<file path="src/rtl/alu_bit_serial_pkg.sv">
// Shared types and op codes for the bit-serial ALU.
// Imported by the slice, the top and the bench.
package alu_bit_serial_pkg;

  typedef enum logic [1:0] {
    IDLE = 2'd0,
    RUN  = 2'd1,
    DONE = 2'd2
  } state_t;

  localparam logic [3:0] ALU_AND = 4'b0000;
  localparam logic [3:0] ALU_OR  = 4'b0001;
  localparam logic [3:0] ALU_ADD = 4'b0010;
  localparam logic [3:0] ALU_SUB = 4'b0110;
  localparam logic [3:0] ALU_SLT = 4'b0111;
  localparam logic [3:0] ALU_NOR = 4'b1100;

endpackage

</file>
<file path="src/rtl/alu_bit_serial_if.sv">
// Request/response bundle between operand fetch,
// the bit-serial ALU and writeback.
interface alu_bit_serial_if #(
  parameter int WIDTH = 32
);

  logic             start;
  logic [3:0]       op;
  logic [WIDTH-1:0] a;
  logic [WIDTH-1:0] b;
  logic             busy;
  logic             done;
  logic [WIDTH-1:0] result;
  logic             zero;
  logic             overflow;
  logic             carry_out;

  modport master (
    output start, op, a, b,
    input  busy, done, result,
    input  zero, overflow, carry_out
  );

  modport slave (
    input  start, op, a, b,
    output busy, done, result,
    output zero, overflow, carry_out
  );

endinterface

</file>
<file path="src/rtl/alu_bit_serial_slice.sv">
// Classic 1-bit ALU slice: invert/negate inputs,
// then AND / OR / full-add / pass-less.
module alu_bit_serial_slice (
  input  logic       a,
  input  logic       b,
  input  logic       cin,
  input  logic       less,
  input  logic [3:0] sel,
  output logic       out,
  output logic       cout,
  output logic       set
);

  logic ai;
  logic bi;
  logic sum;

  assign ai   = a ^ sel[3];
  assign bi   = b ^ sel[2];
  assign sum  = ai ^ bi ^ cin;
  assign cout = (ai & bi) | (ai & cin)
              | (bi & cin);
  assign set  = sum;

  // Output mux on the low op bits.
  always_comb begin
    out = 1'b0;
    unique case (sel[1:0])
      2'b00: out = ai & bi;
      2'b01: out = ai | bi;
      2'b10: out = sum;
      2'b11: out = less;
      default: out = 1'b0;
    endcase
  end

endmodule

</file>
<file path="src/rtl/alu_bit_serial.sv">
// Bit-serial execute unit: one WIDTH-bit op in
// WIDTH cycles through a single 1-bit slice.
module alu_bit_serial
  import alu_bit_serial_pkg::*;
#(
  parameter int WIDTH = 32
) (
  input  logic             clk,
  input  logic             rst,
  alu_bit_serial_if.slave  bus
);

  localparam int CW = $clog2(WIDTH);
  localparam logic [CW-1:0] LAST =
    CW'(WIDTH - 1);

  state_t           state;
  state_t           nxt;
  logic             accept;
  logic             last;

  logic [WIDTH-1:0] a_sh;
  logic [WIDTH-1:0] b_sh;
  logic [WIDTH-1:1] res_sh;
  logic [3:0]       op_q;
  logic             cy;
  logic [CW-1:0]    cnt;

  logic [WIDTH-1:0] res_q;
  logic             zero_q;
  logic             ovf_q;
  logic             cout_q;

  logic             s_out;
  logic             s_cout;
  logic             s_set;

  logic [WIDTH-1:0] shifted;
  logic [WIDTH-1:0] fin;
  logic             arith;
  logic             slt;
  logic             ovf;

  alu_bit_serial_slice u_slice (
    .a    (a_sh[0]),
    .b    (b_sh[0]),
    .cin  (cy),
    .less (1'b0),
    .sel  (op_q),
    .out  (s_out),
    .cout (s_cout),
    .set  (s_set)
  );

  assign shifted = {s_out, res_sh};
  assign arith   = (op_q[1:0] == 2'b10);
  assign slt     = (op_q[1:0] == 2'b11);
  assign ovf     = cy ^ s_cout;
  assign fin     = slt
    ? {{(WIDTH-1){1'b0}}, s_set ^ ovf}
    : shifted;

  // State register.
  always_ff @(posedge clk) begin
    if (rst) state <= IDLE;
    else     state <= nxt;
  end

  // Next state and accept/last strobes.
  always_comb begin
    nxt    = state;
    accept = 1'b0;
    last   = 1'b0;
    unique case (state)
      IDLE: begin
        if (bus.start) begin
          accept = 1'b1;
          nxt    = RUN;
        end
      end
      RUN: begin
        last = (cnt == LAST);
        if (last) nxt = DONE;
      end
      DONE: begin
        if (bus.start) begin
          accept = 1'b1;
          nxt    = RUN;
        end else begin
          nxt = IDLE;
        end
      end
      default: nxt = IDLE;
    endcase
  end

  // Operand shift, carry recirculation, result capture.
  always_ff @(posedge clk) begin
    if (rst) begin
      a_sh   <= '0;
      b_sh   <= '0;
      res_sh <= '0;
      op_q   <= '0;
      cy     <= 1'b0;
      cnt    <= '0;
      res_q  <= '0;
      zero_q <= 1'b0;
      ovf_q  <= 1'b0;
      cout_q <= 1'b0;
    end else if (accept) begin
      a_sh <= bus.a;
      b_sh <= bus.b;
      op_q <= bus.op;
      cy   <= bus.op[2];
      cnt  <= '0;
    end else if (state == RUN) begin
      res_sh <= shifted[WIDTH-1:1];
      cy     <= s_cout;
      a_sh   <= a_sh >> 1;
      b_sh   <= b_sh >> 1;
      cnt    <= cnt + 1'b1;
      if (last) begin
        res_q  <= fin;
        zero_q <= (fin == '0);
        ovf_q  <= arith & ovf;
        cout_q <= arith & s_cout;
      end
    end
  end

  assign bus.busy      = (state == RUN);
  assign bus.done      = (state == DONE);
  assign bus.result    = res_q;
  assign bus.zero      = zero_q;
  assign bus.overflow  = ovf_q;
  assign bus.carry_out = cout_q;

endmodule
</file>
<file path="src/flat_wrapper.sv">
// flat-port wrapper written by rule: the top's interface ports become plain ports
module alu_bit_serial_flat import alu_bit_serial_pkg::*;
#(
  parameter int WIDTH = 32
)
  (clk, rst, bus_start, bus_op, bus_a, bus_b, bus_busy, bus_done, bus_result, bus_zero, bus_overflow, bus_carry_out);
  alu_bit_serial_if #(.WIDTH(WIDTH)) bus_i ();
  input  logic clk;
  input  logic rst;
  input wire logic [$bits(bus_i.start)-1:0] bus_start;
  input wire logic [$bits(bus_i.op)-1:0] bus_op;
  input wire logic [$bits(bus_i.a)-1:0] bus_a;
  input wire logic [$bits(bus_i.b)-1:0] bus_b;
  output wire logic [$bits(bus_i.busy)-1:0] bus_busy;
  output wire logic [$bits(bus_i.done)-1:0] bus_done;
  output wire logic [$bits(bus_i.result)-1:0] bus_result;
  output wire logic [$bits(bus_i.zero)-1:0] bus_zero;
  output wire logic [$bits(bus_i.overflow)-1:0] bus_overflow;
  output wire logic [$bits(bus_i.carry_out)-1:0] bus_carry_out;
  assign bus_i.start = bus_start;
  assign bus_i.op = bus_op;
  assign bus_i.a = bus_a;
  assign bus_i.b = bus_b;
  assign bus_busy = bus_i.busy;
  assign bus_done = bus_i.done;
  assign bus_result = bus_i.result;
  assign bus_zero = bus_i.zero;
  assign bus_overflow = bus_i.overflow;
  assign bus_carry_out = bus_i.carry_out;
  alu_bit_serial #(.WIDTH(WIDTH)) u_core (.clk(clk), .rst(rst), .bus(bus_i));
endmodule
</file>
<file path="config.mk">
export PLATFORM = sky130hd
export DESIGN_NAME = alu_bit_serial_flat
export DESIGN_NICKNAME = d
export VERILOG_FILES = /design/src/rtl/alu_bit_serial_pkg.sv /design/src/rtl/alu_bit_serial_if.sv /design/src/rtl/alu_bit_serial_slice.sv /design/src/rtl/alu_bit_serial.sv /design/src/flat_wrapper.sv
export SDC_FILE = /design/constraint.sdc
export NUM_CORES = 1
export LEC_CHECK = 0
export ABC_AREA = 1
export CELL_PAD_IN_SITES_DETAIL_PLACEMENT = 1
export CELL_PAD_IN_SITES_GLOBAL_PLACEMENT = 2
export CORE_MARGIN = 2
export CORE_UTILIZATION = 31
export DETAILED_ROUTE_END_ITERATION = 16
export GPL_ROUTABILITY_DRIVEN = 0
export MAX_ROUTING_LAYER = met4
export PLACE_DENSITY = 0.87
export SETUP_SLACK_MARGIN = 0.3
export SYNTH_ARGS = -nofsm -noshare
export SYNTH_HDL_FRONTEND = slang
export SYNTH_SLANG_ARGS = --single-unit
</file>
<file path="constraint.sdc">
create_clock -name clk -period 3.27 [get_ports clk]
set_input_delay 0.4905 -clock clk [delete_from_list [all_inputs] [get_ports clk]]
set_output_delay 0.4905 -clock clk [all_outputs]
set_load 0.05 [all_outputs]
</file>
# == Yosys cells after proc, flatten, opt, wreduce, memory -nomap -nowiden ==
# Index checks and enable logic that the tools add are counted.
# classes
addsub,1
eq_ne,8
muxes,15
n_bitwise,15
n_reduce_logical,9
# op_table
operator,count
32-bit 2-to-1 mux,5
32-bit zero test,1
2-bit == test (second input constant),3
1-bit 2-to-1 mux,6
2-bit one-hot mux with 3 select lines,1
1-bit XOR,6
5-bit by 1-bit adder with 5-bit output (second input constant),1
1-bit AND,5
5-bit == test (second input constant),1
2-bit by 1-bit == test with 1-bit output (second input constant),2
2-bit zero test,2
2-bit 2-to-1 mux,2
1-bit one-hot mux with 4 select lines,1
2-bit AND reduction,2
2-bit OR reduction,2
1-bit bitwise OR,3
3-bit AND reduction,1
2-bit by 1-bit != test with 1-bit output (second input constant),1
2-bit != test (second input constant),1
2-bit nonzero test,1
1-bit NOT,1
# totals
ff_bits,142
output_inout_bits,37
elab_cells,59

# == Logic depth before layout (Yosys ltp) ==
# logic_depth
word_depth,8
depth_mapped,14
ltp_nobuf,14

# == Cells and area by module ==
# Synthesis repeated with hierarchy kept, for this count alone.
# hier_totals
hier_cells,775
hier_area_um2,5861.9
# by_module_without_submodules
module,instances,cells_per_inst,area_per_inst_um2,seq_area_each_um2
alu_bit_serial,1,754,5736.8,2842.7
alu_bit_serial_slice,1,21,125.1,0.0

# == Worst setup path after synthesis ==
# OpenSTA, ideal clock, no wires.
# synth_timing
path_kind,reg-to-output
from,reg u_core.state[0]
to,out bus_busy
arrival_ps,1278
slack_ps,1501
stages_incl_launch_ff,5
path_buffers,2
path_cell_list,dfxtp_1 -> nand2_1 -> buf_4 -> inv_2 -> clkbuf_1
# synth_via
elab_chain_len,1
# synth_rtl
element,line,rtl
start: declaration,alu_bit_serial.sv:17,state_t state;
start signal: assignment,alu_bit_serial.sv:66,else state <= nxt;
2-bit by 1-bit == test with 1-bit output,alu_bit_serial.sv:131,assign bus.busy = (state == RUN);
end: declaration,flat_wrapper.sv:14,output wire logic [$bits(bus_i.busy)-1:0] bus_busy;
# Every way passes these cells.

# == Worst setup path after layout ==
# layout_timing
from,reg u_core.cnt[0]
to,reg u_core.ovf_q (netlist: u_core.bus.overflow)
# layout_via
elab_chain_len,3
# layout_rtl
element,line,rtl
start: declaration,alu_bit_serial.sv:27,logic [CW-1:0] cnt;
start signal: assignment,alu_bit_serial.sv:121,cnt <= cnt + 1'b1;
5-bit == test,alu_bit_serial.sv:82,last = (cnt == LAST);
1-bit 2-to-1 mux,alu_bit_serial.sv:74,unique case (state)
3-bit AND reduction (no line),-,
end signal: assignment,alu_bit_serial.sv:125,ovf_q <= arith & ovf;
end: declaration,alu_bit_serial.sv:31,logic ovf_q;
# Every way passes these cells.
# A chain may end at the register's enable or synchronous reset.

==> load_flow_metrics.sql <==
INSERT INTO impl_metrics (metric_group, metric, value, unit) VALUES
('die', 'number_of_placement_rows', '49', ''),
('drt', 'detail_route.wl_per_cell', '13.8', 'um'),
('sta', 'timing_worst_slew_pin_value', '0.812', 'ns'),
('clocking', 'cts_setup_buffers', '0', ''),
('drt', 'route.detailed.drc', '0', ''),
('die', 'floorplan.die.height', '139', 'um'),
('global_routing', 'initial_antenna_violation_count', '1', ''),
('drt', 'ant_nets', '0', ''),
('cells_and_area', 'ratio_of_cells_with_drive_above_1_in_the_final_layout', '6.05', '%'),
('sta', 'fmax', '0.427', 'GHz'),
('sta', 'final_hold_viol_count', '0', ''),
('status', 'run_status', 'complete, no violations', ''),
('sta', 'period_minus_slack', '2.34', 'ns'),
('logic_synthesis', 'syn-num-nets', '839', ''),
('logic_synthesis', 'post_synth_inst_count', '766', ''),
('die', 'starting_density_of_the_core', '31.4', '%'),
('sta', 'fin_skew', '0.00905', 'ns'),
('die', 'dieArea', '19200', 'um2'),
('clocking', 'worst_skew_pair.late_latency', '0.43', 'ns'),
('cells_and_area', 'mostFrequentLayoutCell', 'sky130_fd_sc_hd__nand2_1', ''),
('logic_synthesis', 'syn_avg_cell_area', '7.34', 'um2'),
('logic_synthesis', 'synth_seq_area_share', '50.6', '%'),
('worst_setup_path', 'regToRegSetupSlack', '0.93', 'ns'),
('logic_synthesis', 'post_synth_instance_area', '5620', 'um2'),
('global_routing', 'grt_overflow_total', '0', ''),
('worst_setup_path', 'worstSetupPathType', 'flop to flop', ''),
('run', 'cap_violations', '0', ''),
('clocking', 'max-clock-path-buffers', '2', ''),
('clocking', 'cts-root-buf', 'sky130_fd_sc_hd__clkbuf_16', ''),
('global_routing', 'grtUsageMet2', '24.5', '%'),
('die', 'io_pins', '108', ''),
('die', 'coreArea', '17900', 'um2'),
('clocking', 'postCtsResizedCells', '0', ''),
('clocking', 'cts_inserted_buffers', '17', ''),
('clocking', 'clkTransAtPathRegs', '0.06', 'ns'),
('worst_hold_path', 'min_delay_endpoint', 'u_core.b_sh[31]', ''),
('power', 'total_leakage_power', '2.82', 'nW'),
('sta', 'timing.hold.ws', '0.468', 'ns'),
('worst_setup_path', 'crit-reg2reg-launch', 'u_core.cnt[0]', ''),
('placed_design', 'dp.final_hpwl', '9.72', 'mm'),
('worst_setup_path', 'reg2regPathDepth', '11', ''),
('die', 'die-width', '139', 'um'),
('cells_and_area', 'nets', '920', ''),
('sta', 'slew_headroom', '45.9', '%'),
('worst_setup_path', 'timing.critical_path.required', '3.62', 'ns'),
('clocking', 'cts-htree-levels', '4', ''),
('sta', 'timing.setup.tns', '0', 'ns'),
('placed_design', 'io_buffer_count', '107', ''),
('clocking', 'tritoncts_clock_tree', 'yes', ''),
('worst_setup_path', 'critical_path.max_fanout', '43', ''),
('global_routing', 'grt.met3_usage', '3.90', '%'),
('cells_and_area', 'area_growth', '33.7', '%'),
('global_routing', 'via_count_of_the_first_global_routing_pass', '5195', ''),
('worst_hold_path', 'hold_path_depth', '2', ''),
('cells_and_area', 'most-common-layout-cells', 'sky130_fd_sc_hd__nand2_1, sky130_fd_sc_hd__dfxtp_1, sky130_fd_sc_hd__clkdlybuf4s50_1', ''),
('drt', 'total_length_of_routed_wires', '15.1', 'mm'),
('logic_synthesis', 'synth_seq_cells', '142', ''),
('logic_synthesis', 'synth.distinct_cells', '26', ''),
('sta', 'timing.final.setup_violations', '0', ''),
('worst_setup_path', 'worst_setup_path_end_kind', 'flop', ''),
('worst_setup_path', 'start_kind', 'flop', ''),
('global_routing', 'globalRouteTotalUtil', '16.5', '%'),
('power', 'irDropWorstVdd', '375', 'uV'),
('logic_synthesis', 'synth.yosys.warnings', '0', ''),
('sta', 'grt_setup_unrepaired', 'no', ''),
('clocking', 'postCtsHoldBufs', '0', ''),
('drt', 'firstDrtPassIters', '6', ''),
('worst_setup_path', 'arrival_time_of_data_at_the_critical_path_endpoint', '2.69', 'ns'),
('worst_hold_path', 'min-delay-path-class', 'flop to flop', ''),
('global_routing', 'met1_grt_util', '22.3', '%'),
('power', 'cellPowerDensity', '606', 'nW/um2'),
('sta', 'timing_max_transition_violations_final', '0', ''),
('drt', 'via_to_cell_ratio', '4.82', ''),
('worst_setup_path', 'reg2reg_to', 'u_core.bus.overflow', ''),
('drt', 'detailroute.via_count', '5257', ''),
('global_routing', 'top_usage_layer', 'met2', ''),
('sta', 'finalCritPeriodShare', '71.5', '%'),
('clocking', 'clock_sink_count', '142', ''),
('worst_hold_path', 'worstHoldStart', 'u_core.b_sh[31]', ''),
('global_routing', 'grt_max_degree', '74', ''),
('drt', 'initialDrtViolationCount', '249', ''),
('global_routing', 'global_route_wire_length_before_repair', '25.4', 'mm');
-- state kept, by name, summed over array words and instances (netlist names) --
signal / flops
u_core.bus.result: 32
u_core.state: 2
u_core.a_sh: 32
u_core.bus.carry_out: 1
u_core.cy: 1
u_core.res_sh: 31
u_core.op_q: 4
u_core.bus.zero: 1
u_core.cnt: 5
u_core.b_sh: 32
u_core.bus.overflow: 1
-- layer usage --
metal / part of all wire [%] / vias up
met5: 0 / -
met4: 1.2 / 0
met2: 44 / 111
met3: 3.5 / 15
met1: 51 / 2453
li1: - / 2678
-- area by class of cell --
cell class,count,area (um2)
Fill cell,2222,10400
Sequential cell,142,2840
Multi-Input combinational cell,544,2420
Timing Repair Buffer,116,1180
Clock buffer,23,508
Tap cell,229,287
Clock inverter,9,178
Inverter,26,97.6
Antenna cell,1,2.50
-- critical path, stage by stage (launching register included) --
cell and delay (ns):
sky130_fd_sc_hd__dfxtp_1 0.36, sky130_fd_sc_hd__ha_1 0.18, sky130_fd_sc_hd__inv_1 0.05, sky130_fd_sc_hd__nor3_1 0.15, sky130_fd_sc_hd__ha_1 0.19, sky130_fd_sc_hd__inv_1 0.05, sky130_fd_sc_hd__nor2_2 0.09, sky130_fd_sc_hd__buf_4 0.36
sky130_fd_sc_hd__inv_2 0.32, sky130_fd_sc_hd__nor3_1 0.27, sky130_fd_sc_hd__nand3_1 0.10, sky130_fd_sc_hd__a21oi_1 0.12
-- stage by stage --
stage	power [W]	area, um2	utilization, %	cells	worst slack [ns]
floorplan	0.00220	5620	-	766	1.50
global placement	0.00237	6820	38.1	1057	0.946
detailed placement	0.00238	6820	38.1	1057	0.920
CTS	0.00462	7510	41.9	1089	0.907
global route	0.00476	7510	42.0	1090	0.633
finish	0.00455	7510	42.0	1090	0.930
-- how the worst max path moves through the flow --
stage | startpoint | end | slack (ns) | depth (start not counted)
2_1_floorplan | u_core.state[0] | bus_busy | 1.50 | 4
3_3_place_gp | bus_start | u_core.cy | 0.95 | 8
3_5_place_dp | bus_start | u_core.a_sh[9] | 0.92 | 7
4_1_cts | u_core.cnt[0] | u_core.bus.overflow | 0.91 | 11
5_1_grt | u_core.cnt[0] | u_core.bus.overflow | 0.63 | 11
6_report | u_core.cnt[0] | u_core.bus.overflow | 0.93 | 11
-- cells by family after synthesis --
family	after synthesis	synth area share, %
XOR/XNOR	1	0.156
AND/OR/NAND/NOR	352	24.0
AO/OA/AOI/OAI	189	18.4
flip-flops	142	50.6
adder cells (fa/ha/maj)	2	0.445
buffers and inverters	80	6.43
-- power by group --
group	internal (W)	switching, W
Combinational	0.000192	0.000253
Clock	0.00148	0.000740
Sequential	0.00183	0.0000668
-- synth_stat cells --
library cell | instances | area [um2]
sky130_fd_sc_hd__nor2_1 | 95 | 357
sky130_fd_sc_hd__o21bai_1 | 1 | 7.51
sky130_fd_sc_hd__dfxtp_1 | 142 | 2840
sky130_fd_sc_hd__buf_2 | 10 | 50.1
sky130_fd_sc_hd__a31oi_1 | 63 | 394
sky130_fd_sc_hd__nor2_2 | 1 | 6.26
sky130_fd_sc_hd__ha_1 | 2 | 25.0
sky130_fd_sc_hd__or2_1 | 1 | 6.26
sky130_fd_sc_hd__nor3_1 | 3 | 15.0
sky130_fd_sc_hd__a211oi_1 | 1 | 7.51
sky130_fd_sc_hd__nand2_1 | 239 | 897
sky130_fd_sc_hd__inv_1 | 20 | 75.1
sky130_fd_sc_hd__nand3_1 | 11 | 55.1
sky130_fd_sc_hd__nand2_2 | 1 | 6.26
sky130_fd_sc_hd__o211ai_1 | 1 | 7.51
sky130_fd_sc_hd__clkbuf_1 | 33 | 124
sky130_fd_sc_hd__o21ai_0 | 70 | 350
sky130_fd_sc_hd__o22ai_1 | 1 | 6.26
sky130_fd_sc_hd__xnor2_1 | 1 | 8.76
sky130_fd_sc_hd__buf_4 | 7 | 52.6
sky130_fd_sc_hd__a21oi_1 | 42 | 210
sky130_fd_sc_hd__inv_2 | 6 | 22.5
sky130_fd_sc_hd__or2_2 | 1 | 6.26
sky130_fd_sc_hd__o21ai_1 | 10 | 50.1
sky130_fd_sc_hd__buf_6 | 3 | 33.8
sky130_fd_sc_hd__buf_1 | 1 | 3.75
Note: power is estimated with default switching activity, not from simulation.
